===== src/rtl/mc_control_if.sv =====
// mc_control_if: bundles the decode inputs, memory handshake and datapath
// control outputs of the multi-cycle control FSM.
// master = the controller (mc_control), slave = the datapath / memory side.
interface mc_control_if;
    logic [5:0] opcode;
    logic [5:0] funct;
    logic       isZero;
    logic       mem_ready;
    logic [5:0] aluControl;
    logic       alu_src_a;
    logic [1:0] alu_src_b;
    logic       pc_write;
    logic       pc_src;
    logic       ir_write;
    logic       mem_read;
    logic       mem_write;
    logic       iord;
    logic       reg_write;
    logic       reg_dst;
    logic       mem_to_reg;
    logic       illegal;

    modport master (
        input  opcode, funct, isZero, mem_ready,
        output aluControl, alu_src_a, alu_src_b, pc_write, pc_src, ir_write,
               mem_read, mem_write, iord, reg_write, reg_dst, mem_to_reg, illegal
    );

    modport slave (
        output opcode, funct, isZero, mem_ready,
        input  aluControl, alu_src_a, alu_src_b, pc_write, pc_src, ir_write,
               mem_read, mem_write, iord, reg_write, reg_dst, mem_to_reg, illegal
    );
endinterface


===== src/rtl/mc_control.sv =====
// mc_control: multi-cycle control FSM (FETCH..WB) for a small MIPS-like core.
// Outputs are decoded from the current state, with mem_ready (FETCH) and
// isZero (BRANCH) folded in the same cycle.
// Optional feature macro: CTRL_PERF_CNT_EN adds the 'retired' instruction
// counter output and its PERF_W parameter.
module mc_control #(
    parameter int MEM_TIMEOUT = 0
`ifdef CTRL_PERF_CNT_EN
    ,
    parameter int PERF_W = 32
`endif
) (
    input  logic         clk,
    input  logic         rst_n,
    mc_control_if.master bus
`ifdef CTRL_PERF_CNT_EN
    ,
    output logic [PERF_W-1:0] retired
`endif
);

    typedef enum logic [3:0] {
        S_RST, S_FETCH, S_DECODE, S_EXEC_R, S_EXEC_I, S_ADDR,
        S_MEM_RD, S_MEM_WR, S_WB, S_BRANCH, S_HALT
    } state_t;

    typedef enum logic [2:0] {
        CL_R, CL_ADDI, CL_ADDIU, CL_LW, CL_SW, CL_BEQ
    } class_t;

    localparam int WAIT_W = (MEM_TIMEOUT > 1) ? $clog2(MEM_TIMEOUT + 1) : 1;

    state_t              state_q, state_d;
    class_t              class_q, class_d;
    logic [WAIT_W-1:0]   waitCnt_q, waitCnt_d;
    logic                timeoutHit;
    logic                functOk;

    assign functOk    = (bus.funct[5:2] == 4'b1000);
    assign timeoutHit = (MEM_TIMEOUT != 0) && (int'(waitCnt_q) >= MEM_TIMEOUT - 1);

    // Next state, instruction-class latch and memory wait counter
    always_comb begin
        state_d   = state_q;
        class_d   = class_q;
        waitCnt_d = waitCnt_q;
        case (state_q)
            S_RST:    state_d = S_FETCH;
            S_FETCH, S_MEM_RD, S_MEM_WR: begin
                if (bus.mem_ready) begin
                    case (state_q)
                        S_FETCH:  state_d = S_DECODE;
                        S_MEM_RD: state_d = S_WB;
                        default:  state_d = S_FETCH;
                    endcase
                end else if (timeoutHit) begin
                    state_d = S_HALT;
                end else if (MEM_TIMEOUT != 0) begin
                    waitCnt_d = waitCnt_q + WAIT_W'(1);
                end
            end
            S_DECODE: begin
                case (bus.opcode)
                    6'h00:   begin state_d = S_EXEC_R; class_d = CL_R;     end
                    6'h08:   begin state_d = S_EXEC_I; class_d = CL_ADDI;  end
                    6'h09:   begin state_d = S_EXEC_I; class_d = CL_ADDIU; end
                    6'h23:   begin state_d = S_ADDR;   class_d = CL_LW;    end
                    6'h2B:   begin state_d = S_ADDR;   class_d = CL_SW;    end
                    6'h04:   begin state_d = S_BRANCH; class_d = CL_BEQ;   end
                    default: state_d = S_HALT;
                endcase
            end
            S_EXEC_R: state_d = functOk ? S_WB : S_HALT;
            S_EXEC_I: state_d = S_WB;
            S_ADDR:   state_d = (class_q == CL_LW) ? S_MEM_RD : S_MEM_WR;
            S_WB:     state_d = S_FETCH;
            S_BRANCH: state_d = S_FETCH;
            default:  state_d = S_HALT;
        endcase
        if ((state_d != state_q) &&
            (state_d == S_FETCH || state_d == S_MEM_RD || state_d == S_MEM_WR))
            waitCnt_d = '0;
    end

`ifdef CTRL_PERF_CNT_EN
    logic              retireEvt;
    logic [PERF_W-1:0] retired_q;
    assign retireEvt = (state_d == S_FETCH) &&
                       (state_q == S_WB || state_q == S_MEM_WR || state_q == S_BRANCH);
    assign retired   = retired_q;
`endif

    // State, class, wait counter (and optional retired counter) registers
    always_ff @(posedge clk or negedge rst_n) begin
        if (!rst_n) begin
            state_q   <= S_RST;
            class_q   <= CL_R;
            waitCnt_q <= '0;
`ifdef CTRL_PERF_CNT_EN
            retired_q <= '0;
`endif
        end else begin
            state_q   <= state_d;
            class_q   <= class_d;
            waitCnt_q <= waitCnt_d;
`ifdef CTRL_PERF_CNT_EN
            if (retireEvt)
                retired_q <= retired_q + PERF_W'(1);
`endif
        end
    end

    // Control outputs decoded from state; anything not named in a state is 0
    always_comb begin
        bus.aluControl = 6'h00;
        bus.alu_src_a  = 1'b0;
        bus.alu_src_b  = 2'b00;
        bus.pc_write   = 1'b0;
        bus.pc_src     = 1'b0;
        bus.ir_write   = 1'b0;
        bus.mem_read   = 1'b0;
        bus.mem_write  = 1'b0;
        bus.iord       = 1'b0;
        bus.reg_write  = 1'b0;
        bus.reg_dst    = 1'b0;
        bus.mem_to_reg = 1'b0;
        bus.illegal    = 1'b0;
        case (state_q)
            S_FETCH: begin
                bus.mem_read   = 1'b1;
                bus.alu_src_b  = 2'b01;
                bus.aluControl = 6'h21;
                bus.ir_write   = bus.mem_ready;
                bus.pc_write   = bus.mem_ready;
            end
            S_DECODE: begin
                bus.alu_src_b  = 2'b11;
                bus.aluControl = 6'h21;
            end
            S_EXEC_R: begin
                bus.alu_src_a  = 1'b1;
                bus.aluControl = functOk ? bus.funct : 6'h00;
            end
            S_EXEC_I: begin
                bus.alu_src_a  = 1'b1;
                bus.alu_src_b  = 2'b10;
                bus.aluControl = (class_q == CL_ADDI) ? 6'h20 : 6'h21;
            end
            S_ADDR: begin
                bus.alu_src_a  = 1'b1;
                bus.alu_src_b  = 2'b10;
                bus.aluControl = (class_q == CL_LW) ? 6'h0E : 6'h1E;
            end
            S_MEM_RD: begin
                bus.mem_read = 1'b1;
                bus.iord     = 1'b1;
            end
            S_MEM_WR: begin
                bus.mem_write = 1'b1;
                bus.iord      = 1'b1;
            end
            S_WB: begin
                bus.reg_write  = 1'b1;
                bus.reg_dst    = (class_q == CL_R);
                bus.mem_to_reg = (class_q == CL_LW);
            end
            S_BRANCH: begin
                bus.alu_src_a = 1'b1;
                bus.pc_src    = 1'b1;
                bus.pc_write  = bus.isZero;
            end
            S_HALT:  bus.illegal = 1'b1;
            default: ;
        endcase
    end

endmodule


===== src/flat_wrapper.sv =====
// flat-port wrapper written by rule: the top's interface ports become plain ports
module mc_control_flat 
#(
    parameter int MEM_TIMEOUT = 0

)
  (clk, rst_n, bus_opcode, bus_funct, bus_isZero, bus_mem_ready, bus_aluControl, bus_alu_src_a, bus_alu_src_b, bus_pc_write, bus_pc_src, bus_ir_write, bus_mem_read, bus_mem_write, bus_iord, bus_reg_write, bus_reg_dst, bus_mem_to_reg, bus_illegal);
  mc_control_if bus_i ();
  input  logic clk;
  input  logic rst_n;
  input wire logic [$bits(bus_i.opcode)-1:0] bus_opcode;
  input wire logic [$bits(bus_i.funct)-1:0] bus_funct;
  input wire logic [$bits(bus_i.isZero)-1:0] bus_isZero;
  input wire logic [$bits(bus_i.mem_ready)-1:0] bus_mem_ready;
  output wire logic [$bits(bus_i.aluControl)-1:0] bus_aluControl;
  output wire logic [$bits(bus_i.alu_src_a)-1:0] bus_alu_src_a;
  output wire logic [$bits(bus_i.alu_src_b)-1:0] bus_alu_src_b;
  output wire logic [$bits(bus_i.pc_write)-1:0] bus_pc_write;
  output wire logic [$bits(bus_i.pc_src)-1:0] bus_pc_src;
  output wire logic [$bits(bus_i.ir_write)-1:0] bus_ir_write;
  output wire logic [$bits(bus_i.mem_read)-1:0] bus_mem_read;
  output wire logic [$bits(bus_i.mem_write)-1:0] bus_mem_write;
  output wire logic [$bits(bus_i.iord)-1:0] bus_iord;
  output wire logic [$bits(bus_i.reg_write)-1:0] bus_reg_write;
  output wire logic [$bits(bus_i.reg_dst)-1:0] bus_reg_dst;
  output wire logic [$bits(bus_i.mem_to_reg)-1:0] bus_mem_to_reg;
  output wire logic [$bits(bus_i.illegal)-1:0] bus_illegal;
  assign bus_i.opcode = bus_opcode;
  assign bus_i.funct = bus_funct;
  assign bus_i.isZero = bus_isZero;
  assign bus_i.mem_ready = bus_mem_ready;
  assign bus_aluControl = bus_i.aluControl;
  assign bus_alu_src_a = bus_i.alu_src_a;
  assign bus_alu_src_b = bus_i.alu_src_b;
  assign bus_pc_write = bus_i.pc_write;
  assign bus_pc_src = bus_i.pc_src;
  assign bus_ir_write = bus_i.ir_write;
  assign bus_mem_read = bus_i.mem_read;
  assign bus_mem_write = bus_i.mem_write;
  assign bus_iord = bus_i.iord;
  assign bus_reg_write = bus_i.reg_write;
  assign bus_reg_dst = bus_i.reg_dst;
  assign bus_mem_to_reg = bus_i.mem_to_reg;
  assign bus_illegal = bus_i.illegal;
  mc_control #(.MEM_TIMEOUT(MEM_TIMEOUT)) u_core (.clk(clk), .rst_n(rst_n), .bus(bus_i));
endmodule

===== config.mk =====
export PLATFORM = sky130hd
export DESIGN_NAME = mc_control_flat
export DESIGN_NICKNAME = d
export VERILOG_FILES = /design/src/rtl/mc_control_if.sv /design/src/rtl/mc_control.sv /design/src/flat_wrapper.sv
export SDC_FILE = /design/constraint.sdc
export NUM_CORES = 1
export LEC_CHECK = 0
export BUFFER_PORTS_ARGS = -buffer_cell sky130_fd_sc_hd__buf_2
export CAP_MARGIN = 10
export CELL_PAD_IN_SITES_DETAIL_PLACEMENT = 1
export CELL_PAD_IN_SITES_GLOBAL_PLACEMENT = 2
export CORE_ASPECT_RATIO = 1.1
export CORE_UTILIZATION = 24
export CTS_CLUSTER_SIZE = 8
export DETAILED_ROUTE_END_ITERATION = 16
export GPL_TIMING_DRIVEN = 0
export PLACE_DENSITY = 0.75
export SLEW_MARGIN = 20
export SYNTH_ARGS = -nofsm -noshare
export SYNTH_HDL_FRONTEND = slang
export SYNTH_SLANG_ARGS = --single-unit

===== constraint.sdc =====
create_clock -name clk -period 1.9 [get_ports clk]
set_input_delay 0.095 -clock clk [delete_from_list [all_inputs] [get_ports clk]]
set_output_delay 0.095 -clock clk [all_outputs]
set_load 0.01 [all_outputs]

==> run metrics, run 1 <==
clock transition at the registers of the reported paths=50 ps; Slew headroom=67.63%; DP HPWL=2.011 mm; clock root buffer master=clkbuf_4; CTS Buf Count=3; Slowest-stage cell, CP=dfrtp_1; Syn. warnings=0; Hold WC Path Type=input port to asynchronous set/reset pin; PwrDens=332.6 nW/um^2; status=completed; core box area=2878 um^2; worst slew pin tran=484.3 ps; Peak VDD IR=204.9 uV; Final Hold Vio Count=0; overflow left after global routing=0; layout cells sized above 1=35.56%; row count=20; die width=55.42 um; Post-Syn Nets=113; FF+latch count, synth=7; number of flops mapped to enable cells by yosys=0; Global Route Usage Sum=14.50%; crit-path leading delay family=buffers and inverters; Syn-to-layout area delta=32.39%; worst-path fanout max=10; Pre-antenna DRT Iters=4; nets=152; clock skew=2.344 ps; initial antenna violation count=0; vias in the first global route=842; final instance area=997.2 um^2; CTS max path bufs=2; largest family of logic cells by synthesized area=simple AND/OR/NAND/NOR gates; critical path cell sequence=clkbuf_1 -> nand2b_1 -> o21ai_0 -> a21o_1 -> buf_2; Cell Area, Placed=964.7 um^2; post-synthesis mux area share=5.980%; maximum clock frequency=0.5696 GHz; Die Span Y=60.76 um; Mapped Avg Cell Area=7.765 um^2; Worst setup EP type=output port; DRC Markers=0; Worst-Skew Late Latency=240 ps; Synth area leaders=dfrtp_1 (23%), nor2_1 (7.5%), mux2_4 (6.0%); Worst setup SP type=flip-flop; Synth Area in Compound Gates=27.41%; CP required=1800 ps; setup bufs post-CTS=0; count leader, synth=nor2_1; Total Wirelength=2.432 mm; fillers=368; Post-Synth XOR/XNOR Area=2.326%; Simple-Gate Fraction of Synth Area=36.54%; Crit Path Category=flip-flop to output port; Avg Vias per Cell=5.107; critical path's largest stage delay=430 ps; Routed Antenna Nets=0; max_cap viols=0; htree depth=1; Final Slew Violations=0; setup_tns=0 ps; commonest cells in the netlist=nor2_1 (15), dfrtp_1 (7); post-route minimum period=1756 ps; CTS tree=yes; IO buf count=34; Post-synth top flop=dfrtp_1; cells after synthesis=97; final setup vio count=0; Post-CTS Resized=0; Critical Path AT=1660 ps; Avg WL per Cell=14.48 um; area of the mapped netlist=753.2 um^2; Worst R2R Setup Slack=170 ps; I/O pins=35; largest net degree at the start of global routing=11; Synth top area share=23.26%; Seq/Total Area, Yosys=23.26%; first-pass GRT wire length=3.836 mm; vias=858; post-synthesis cell type count=39; GPL Wtd Cong=0.7365; RSZ-0062 raised after global routing=no; area leader, netlist=dfrtp_1; Async SR Flop Fraction=100.0%; P_leak=0.5117 nW; Clock Sinks=7; # diodes=0; Initial Util=26.17%; area share of fa/ha/maj cells after synthesis=0%; Buf+Inv Stages, Crit Path=2; area of the die=3367 um^2; crit share post-route=92.40%; DRT iter0 DRCs=9
==> registers in the layout, indices dropped and copies added (netlist names) <==
register and cells:
u_core.class_q 3, u_core.state_q 4
==> area by class of cell <==
cell class,instances,area [um^2],share of cell area (%)
sequential,7,175.2,17.57
tap,33,41.29,4.141
buffer,3,11.26,1.129
inverter,5,18.77,1.882
multi-input combinational,81,544.3,54.58
clock buffer,4,26.28,2.635
timing repair buffer,35,180.2,18.07
==> layer usage <==
layer | share of wire [%] | global-route usage [%]
met5 | 0 | 0
met4 | 0 | 3.214
met3 | 4.4 | 1.706
met2 | 52 | 29.09
met1 | 44 | 16.71
==> worst reg2reg max path, stage by stage (launching register included) <==
cell and delay (ps):
dfrtp_1 450, nand2b_1 230, or3_1 400, o21bai_4 230, mux2_4 310
==> power breakdown <==
part | switching, mW | internal, mW
clock network | 0.0523 | 0.0800
registers | 0.000236 | 0.149
logic | 0.0270 | 0.0227
total | 0.0795 | 0.252
==> kinds of logic after synthesis <==
logic type      after synthesis
compound gates               27
flops                         7
mux                           3
xor+xnor                      2
simple gates                 49
buf+inv                       9
==> repair_timing <==
action / 4_1_cts / 5_1_grt
endpoints found under the hold margin: 7 / 0
hold buffers: 1 / 0
setup endpoints to repair: 0 / 1
==> per-stage QoR <==
step                setup WS [ps]  instances  utilization (%)  power (mW)  hold slack, ps
finish                      144.3        168            34.65      0.3316           212.5
global route                18.57        168            34.65      0.3516           223.2
CTS                         52.11        169            34.78      0.3346           205.1
detailed placement          176.1        164            33.52      0.2009          -66.73
global placement            206.0        164            33.52      0.1986          -76.29
floorplan                   346.1         97                -      0.1702          -200.6
==> path summary, 6_finish.rpt <==
check / startpoint / endpoint / depth (start not counted)
setup / recovery: u_core.state_q[1]$_DFFE_PN0P_ / bus_alu_src_a / 5
hold / removal: rst_n / u_core.class_q[2]$_DFFE_PN0P_ / 2
hold reg to reg: u_core.class_q[2]$_DFFE_PN0P_ / u_core.class_q[2]$_DFFE_PN0P_ / 1
max in group asynchronous: rst_n / u_core.state_q[2]$_DFFE_PN0P_ / 2
setup reg to reg: u_core.state_q[0]$_DFFE_PN0P_ / u_core.class_q[1]$_DFFE_PN0P_ / 4
min in group clk: bus_mem_ready / u_core.state_q[0]$_DFFE_PN0P_ / 3
==> placed cells by master, fill, tap and decap left out, types with 2 or more instances in the layout <==
cell	Yosys	final
a21o_1	2	2
a21oi_1	5	5
nand3_1	5	5
clkbuf_1	4	4
inv_1	5	5
xor2_1	2	2
nand2_1	5	5
a31oi_1	2	2
buf_2	0	34
o21ai_0	4	4
nand4b_1	2	2
dfrtp_1	7	7
and3_1	2	2
nor2_1	15	15
nor3_1	4	4
nand2b_1	5	5
clkbuf_4	0	3
or3_1	2	2
a211o_2	2	2
mux2_4	3	3
No activity file was read; power rests on OpenSTA's default activity.
==> run 2, diff against run 1 <==
--- a/config.mk
+++ b/config.mk
@@ -10,6 +10,7 @@
 export CELL_PAD_IN_SITES_DETAIL_PLACEMENT = 1
 export CELL_PAD_IN_SITES_GLOBAL_PLACEMENT = 2
 export CORE_ASPECT_RATIO = 1.1
+export CORE_MARGIN = 4
 export CORE_UTILIZATION = 24
 export CTS_CLUSTER_SIZE = 8
 export DETAILED_ROUTE_END_ITERATION = 16
==> run metrics, run 2 (synthesis gave the netlist of run 1 again) <==
largest net degree at the start of global routing=11; worst-path fanout max=10; layout cells sized above 1=35.56%; Worst setup EP type=output port; Syn-to-layout area delta=32.56%; Slowest-stage cell, CP=dfrtp_1; post-route minimum period=1725 ps; Buf+Inv Stages, Crit Path=2; commonest non-fill, non-tap cell in the layout=buf_2; Hold WC Path Type=input port to asynchronous set/reset pin; first-pass GRT wire length=4.015 mm; final setup vio count=0; die width=61.42 um; critical path cell sequence=clkbuf_1 -> nor2_1 -> and3_1 -> a21o_1 -> buf_2; Worst R2R Setup Slack=180 ps; Largest regs=u_core.state_q: 4 flops, u_core.class_q: 3 flops; largest register by flop count=u_core.state_q; Clock Sinks=7; clock root buffer master=clkbuf_4; crit share post-route=90.77%; area of the die=4100 um^2; Final Hold Slack=205.5 ps; worst slew pin tran=481.7 ps; core box area=3022 um^2; Final Slew Violations=0; I/O pins=35; htree depth=1; Crit Path Category=flip-flop to output port; DRT iter0 DRCs=33; Final Hold Vio Count=0; FF-to-FF Start=u_core.state_q[0]$_DFFE_PN0P_; vias in the first global route=893; row count=21; initial antenna violation count=0; DRC Markers=0; clock transition at the registers of the reported paths=50 ps; fillers=391; clock skew=1.878 ps; PnR worst setup slack=175.3 ps; DP HPWL=2.017 mm; Avg WL per Cell=14.28 um; Worst-Skew Late Latency=240 ps; crit-path leading delay family=buffers and inverters; dpl ws=162.1 ps; Avg Vias per Cell=5.142; maximum clock frequency=0.5798 GHz; vias=869; Post-Route Utilization=33.04%; CTS max path bufs=2; GPL Wtd Cong=0.8377; commonest cells after routing, fill and taps aside=buf_2 (34), nor2_1 (15), dfrtp_1 (7); CTS Buf Count=3; overflow left after global routing=0; Slew headroom=67.80%; Total Wirelength=2.413 mm; Reg2Reg Depth=4; Initial Util=24.93%; Worst setup SP type=flip-flop; # diodes=0; P_leak=0.5117 nW; PwrDens=326.6 nW/um^2; Reg2Reg Capture Point=u_core.class_q[1]$_DFFE_PN0P_; nets=152; setup_tns=0 ps; Peak VDD IR=160.5 uV; max_cap viols=0; Die Span Y=66.76 um; Critical Path AT=1630 ps; RSZ-0062 raised after global routing=no; critical path's largest stage delay=410 ps; status=completed; Routed Antenna Nets=0; CP required=1800 ps; Pre-antenna DRT Iters=4; CTS tree=yes; IO buf count=34; max reg flops=4; Post-CTS Resized=0; Global Route Usage Sum=12.76%
## run 2: cell counts in the layout (fill, tap and decap cells not counted)
No cell type changed its count.
## run 2: worst max path at each step
| stage | start | end | slack, ps | depth (start not counted) |
|---|---|---|---|---|
| after global routing | u_core.state_q[2]$_DFFE_PN0P_ | bus_aluControl[4] | 4 | 5 |
| after detailed placement | u_core.state_q[3]$_DFFE_PN0P_ | u_core.class_q[1]$_DFFE_PN0P_ | 160 | 4 |
| final | u_core.state_q[1]$_DFFE_PN0P_ | bus_pc_write | 180 | 5 |
| after floorplan | u_core.state_q[0]$_DFFE_PN0P_ | u_core.class_q[0]$_DFFE_PN0P_ | 350 | 4 |
| after global placement | u_core.state_q[0]$_DFFE_PN0P_ | u_core.class_q[0]$_DFFE_PN0P_ | 200 | 4 |
| after CTS | u_core.state_q[3]$_DFFE_PN0P_ | bus_pc_write | 70 | 5 |
## run 2: final cells by class
type | count | area (um^2) | share of cell area, %
tap | 34 | 42.54 | 4.261
multi-input combinational | 81 | 544.3 | 54.51
timing repair buffer | 35 | 180.2 | 18.05
clock buffer | 4 | 26.28 | 2.632
inverter | 5 | 18.77 | 1.880
sequential | 7 | 175.2 | 17.54
buffer | 3 | 11.26 | 1.128
## run 2: report_power, final
part	switching, mW	internal, mW	total (mW)
Combinational	0.0261	0.0227	0.0488
Sequential	0.000237	0.150	0.150
Clock	0.0478	0.0797	0.127
## run 2: metal layers
metal | track usage (%) | part of all wire [%]
met1 | 15.60 | 43
met3 | 1.163 | 6.8
met4 | 2.387 | 0
met2 | 23.68 | 50
met5 | 0 | 0
## run 2: what timing repair did
action,in CTS,in global routing
hold buffers,1,0
setup endpoints to repair,0,3
buffers inserted,0,0
hold endpoints to repair,7,0
## run 2: stage by stage
stage          instance area (um^2)  total power [mW]  cells
2_1_floorplan                 753.2            0.1702     97
3_3_place_gp                  965.9            0.1985    165
3_5_place_dp                  965.9            0.1999    165
4_1_cts                        1002            0.3296    170
5_1_grt                       998.5            0.3480    169
6_report                      998.5            0.3261    169
==> run 3, diff against run 2 <==
--- a/config.mk
+++ b/config.mk
@@ -5,17 +5,17 @@
 export SDC_FILE = /design/constraint.sdc
 export NUM_CORES = 1
 export LEC_CHECK = 0
+export ABC_AREA = 1
 export BUFFER_PORTS_ARGS = -buffer_cell sky130_fd_sc_hd__buf_2
 export CAP_MARGIN = 10
 export CELL_PAD_IN_SITES_DETAIL_PLACEMENT = 1
 export CELL_PAD_IN_SITES_GLOBAL_PLACEMENT = 2
 export CORE_ASPECT_RATIO = 1.1
 export CORE_MARGIN = 4
-export CORE_UTILIZATION = 24
-export CTS_CLUSTER_SIZE = 8
+export CORE_UTILIZATION = 21
 export DETAILED_ROUTE_END_ITERATION = 16
 export GPL_TIMING_DRIVEN = 0
-export PLACE_DENSITY = 0.75
+export PLACE_DENSITY = 0.74
 export SLEW_MARGIN = 20
 export SYNTH_ARGS = -nofsm -noshare
 export SYNTH_HDL_FRONTEND = slang
==> run metrics, run 3 <==
status=completed; number of flops mapped to enable cells by yosys=0; commonest cells after routing, fill and taps aside=buf_2 (34), nand2_1 (32), inv_1 (21); initial antenna violation count=0; core box area=3153 um^2; overflow left after global routing=0; Final Slew Violations=0; area of the die=4400 um^2; Post-synth top flop=dfrtp_1; Post-Syn Nets=137; Avg WL per Cell=12.04 um; cell mode on critical path=nand2_1; cells after synthesis=121; Global Route Usage Sum=11.10%; CTS tree=yes; CP required=1800 ps; vias in the first global route=918; # diodes=0; final instance area=965.9 um^2; IO buf count=34; Routed Antenna Nets=0; DP Cell Count=189; area leader, netlist=dfrtp_1; fillers=444; Clock Sinks=7; Slowest-stage cell, CP=dfrtp_1; area of the mapped netlist=714.4 um^2; post-route minimum period=1755 ps; Synth area leaders=dfrtp_1 (25%), nand2_1 (17%), inv_1 (11%); DP HPWL=2.069 mm; Final Hold Vio Count=0; P_leak=0.6140 nW; die width=63.61 um; Crit Path Category=flip-flop to output port; setup_tns=0 ps; Mapped Avg Cell Area=5.904 um^2; Total Wirelength=2.336 mm; Die Span Y=69.18 um; worst slew pin tran=344.7 ps; Slew headroom=76.85%; Largest regs=u_core.state_q: 4 flops, u_core.class_q: 3 flops; largest register by flop count=u_core.state_q; max_cap viols=0; critical path's largest stage delay=460 ps; critical path cell sequence=inv_2 -> nand2_1 -> nor2_4 -> inv_1 -> nand2_1 -> nor2_1 -> o21ai_0 -> buf_2; clock root buffer master=clkbuf_4; RSZ-0062 raised after global routing=no; final setup vio count=0; I/O pins=35; worst-path fanout max=7; clock skew=8.300 ps; Worst-Skew Late Latency=260 ps; dpl ws=381.6 ps; commonest non-fill, non-tap cell in the layout=buf_2; max reg flops=4; PwrDens=1173 nW/um^2; DRT iter0 DRCs=21; commonest cells in the netlist=nand2_1 (32), inv_1 (21), nor2_1 (15); PnR worst setup slack=144.6 ps; CTS Buf Count=3; Critical Path AT=1660 ps; count leader, synth=nand2_1; Initial Util=22.66%; Worst setup EP type=output port; maximum clock frequency=0.5697 GHz; DRC Markers=0; Seq/Total Area, Yosys=24.52%; Synth top area share=24.52%; Worst setup SP type=flip-flop; crit share post-route=92.39%; Post-Layout Cell Count=194; Peak VDD IR=251.0 uV; setup bufs post-CTS=0; nets=177; post-synthesis cell type count=21; Cell Area, Placed=927.1 um^2; FF+latch count, synth=7; layout cells sized above 1=30.00%; CTS max path bufs=2; Avg Vias per Cell=4.701; htree depth=1; Hold WC Path Type=input port to flip-flop; largest net degree at the start of global routing=10; clock transition at the registers of the reported paths=50 ps; Syn-to-layout area delta=35.20%; row count=21; vias=912; Async SR Flop Fraction=100.0%; Syn. warnings=0; GPL Wtd Cong=0.7676; first-pass GRT wire length=3.974 mm; Pre-antenna DRT Iters=3
==> run 3: cell count changes in the layout (fill, tap and decap cells not counted), sizes merged, moves of 3 or more <==
cell / previous run / this run
nand3: 5 / 13
nand4: 0 / 4
nand2b: 5 / 0
a211o: 3 / 0
o21ai: 4 / 7
inv: 5 / 23
mux2: 3 / 0
nand2: 5 / 35
==> run 3: critical path, delay by kind of cell, from the launching register on <==
kind | cells | cell delay [ps]
and+or+nand+nor | 4 | 510
DFF | 1 | 460
buffers and inverters | 3 | 360
AOI/OAI and AO/OA | 1 | 80
==> run 3: cells by family after synthesis <==
logic type             after synthesis  share of synthesized area [%]
AO/OA/AOI/OAI                       14                          12.78
buffers and inverters               24                          14.01
flip-flops                           7                          24.52
AND/OR/NAND/NOR                     76                          48.69
==> run 3: area by class of cell <==
cell class,instances,area [um^2],share of cell area (%)
clock buffer,4,26.28,2.720
buffer,1,13.76,1.425
timing repair buffer,35,180.2,18.65
multi-input combinational,90,441.7,45.73
tap,34,42.54,4.404
inverter,23,86.33,8.938
sequential,7,175.2,18.13
==> run 3: path summary, 6_finish.rpt <==
check | from | cells after the start | slack [ps] | endpoint
min in group asynchronous | rst_n | 2 | 200 | u_core.state_q[2]$_DFFE_PN0P_
setup reg to reg | u_core.state_q[0]$_DFFE_PN0P_ | 7 | 530 | u_core.class_q[1]$_DFFE_PN0P_
max in group asynchronous | rst_n | 2 | 1540 | u_core.state_q[0]$_DFFE_PN0P_
hold / removal | bus_mem_ready | 4 | 140 | u_core.state_q[0]$_DFFE_PN0P_
hold reg to reg | u_core.class_q[0]$_DFFE_PN0P_ | 2 | 540 | u_core.class_q[0]$_DFFE_PN0P_
setup / recovery | u_core.state_q[0]$_DFFE_PN0P_ | 8 | 140 | bus_aluControl[5]
==> run 3: where the power goes <==
| part | total (mW) | internal (mW) | leakage (nW) | switching (mW) |
|---|---|---|---|---|
| Clock | 0.139 | 0.0804 | 0.0150 | 0.0590 |
| Sequential | 0.258 | 0.201 | 0.0899 | 0.0568 |
| Combinational | 0.736 | 0.275 | 0.509 | 0.461 |
| Total | 1.13 | 0.556 | 0.614 | 0.576 |
==> run 3: routing by layer <==
metal	global-route usage [%]	share of wire [%]	wire, um	vias to the layer above
li1	-	-	-	470
met1	12.60	43	1010	405
met2	19.61	47	1099	33
met3	1.297	7.6	177	4
met4	6.475	2.1	49	0
met5	0	0	0	-
==> run 3: per-stage QoR <==
stage	utilization (%)	total power, mW	hold slack (ps)
after detailed placement	29.40	1.007	-63.59
after floorplan	-	0.7497	-200.6
final	30.63	1.133	137.9
after CTS	30.56	1.152	136.4
after global placement	29.40	0.9873	-63.88
after global routing	30.63	1.252	174.7
==> run 3: timing repair <==
action / CTS / global route
endpoints found under the hold margin: 7 / 0
gates resized for setup: 0 / 1
setup endpoints to repair: 0 / 2
hold buffers: 1 / 0
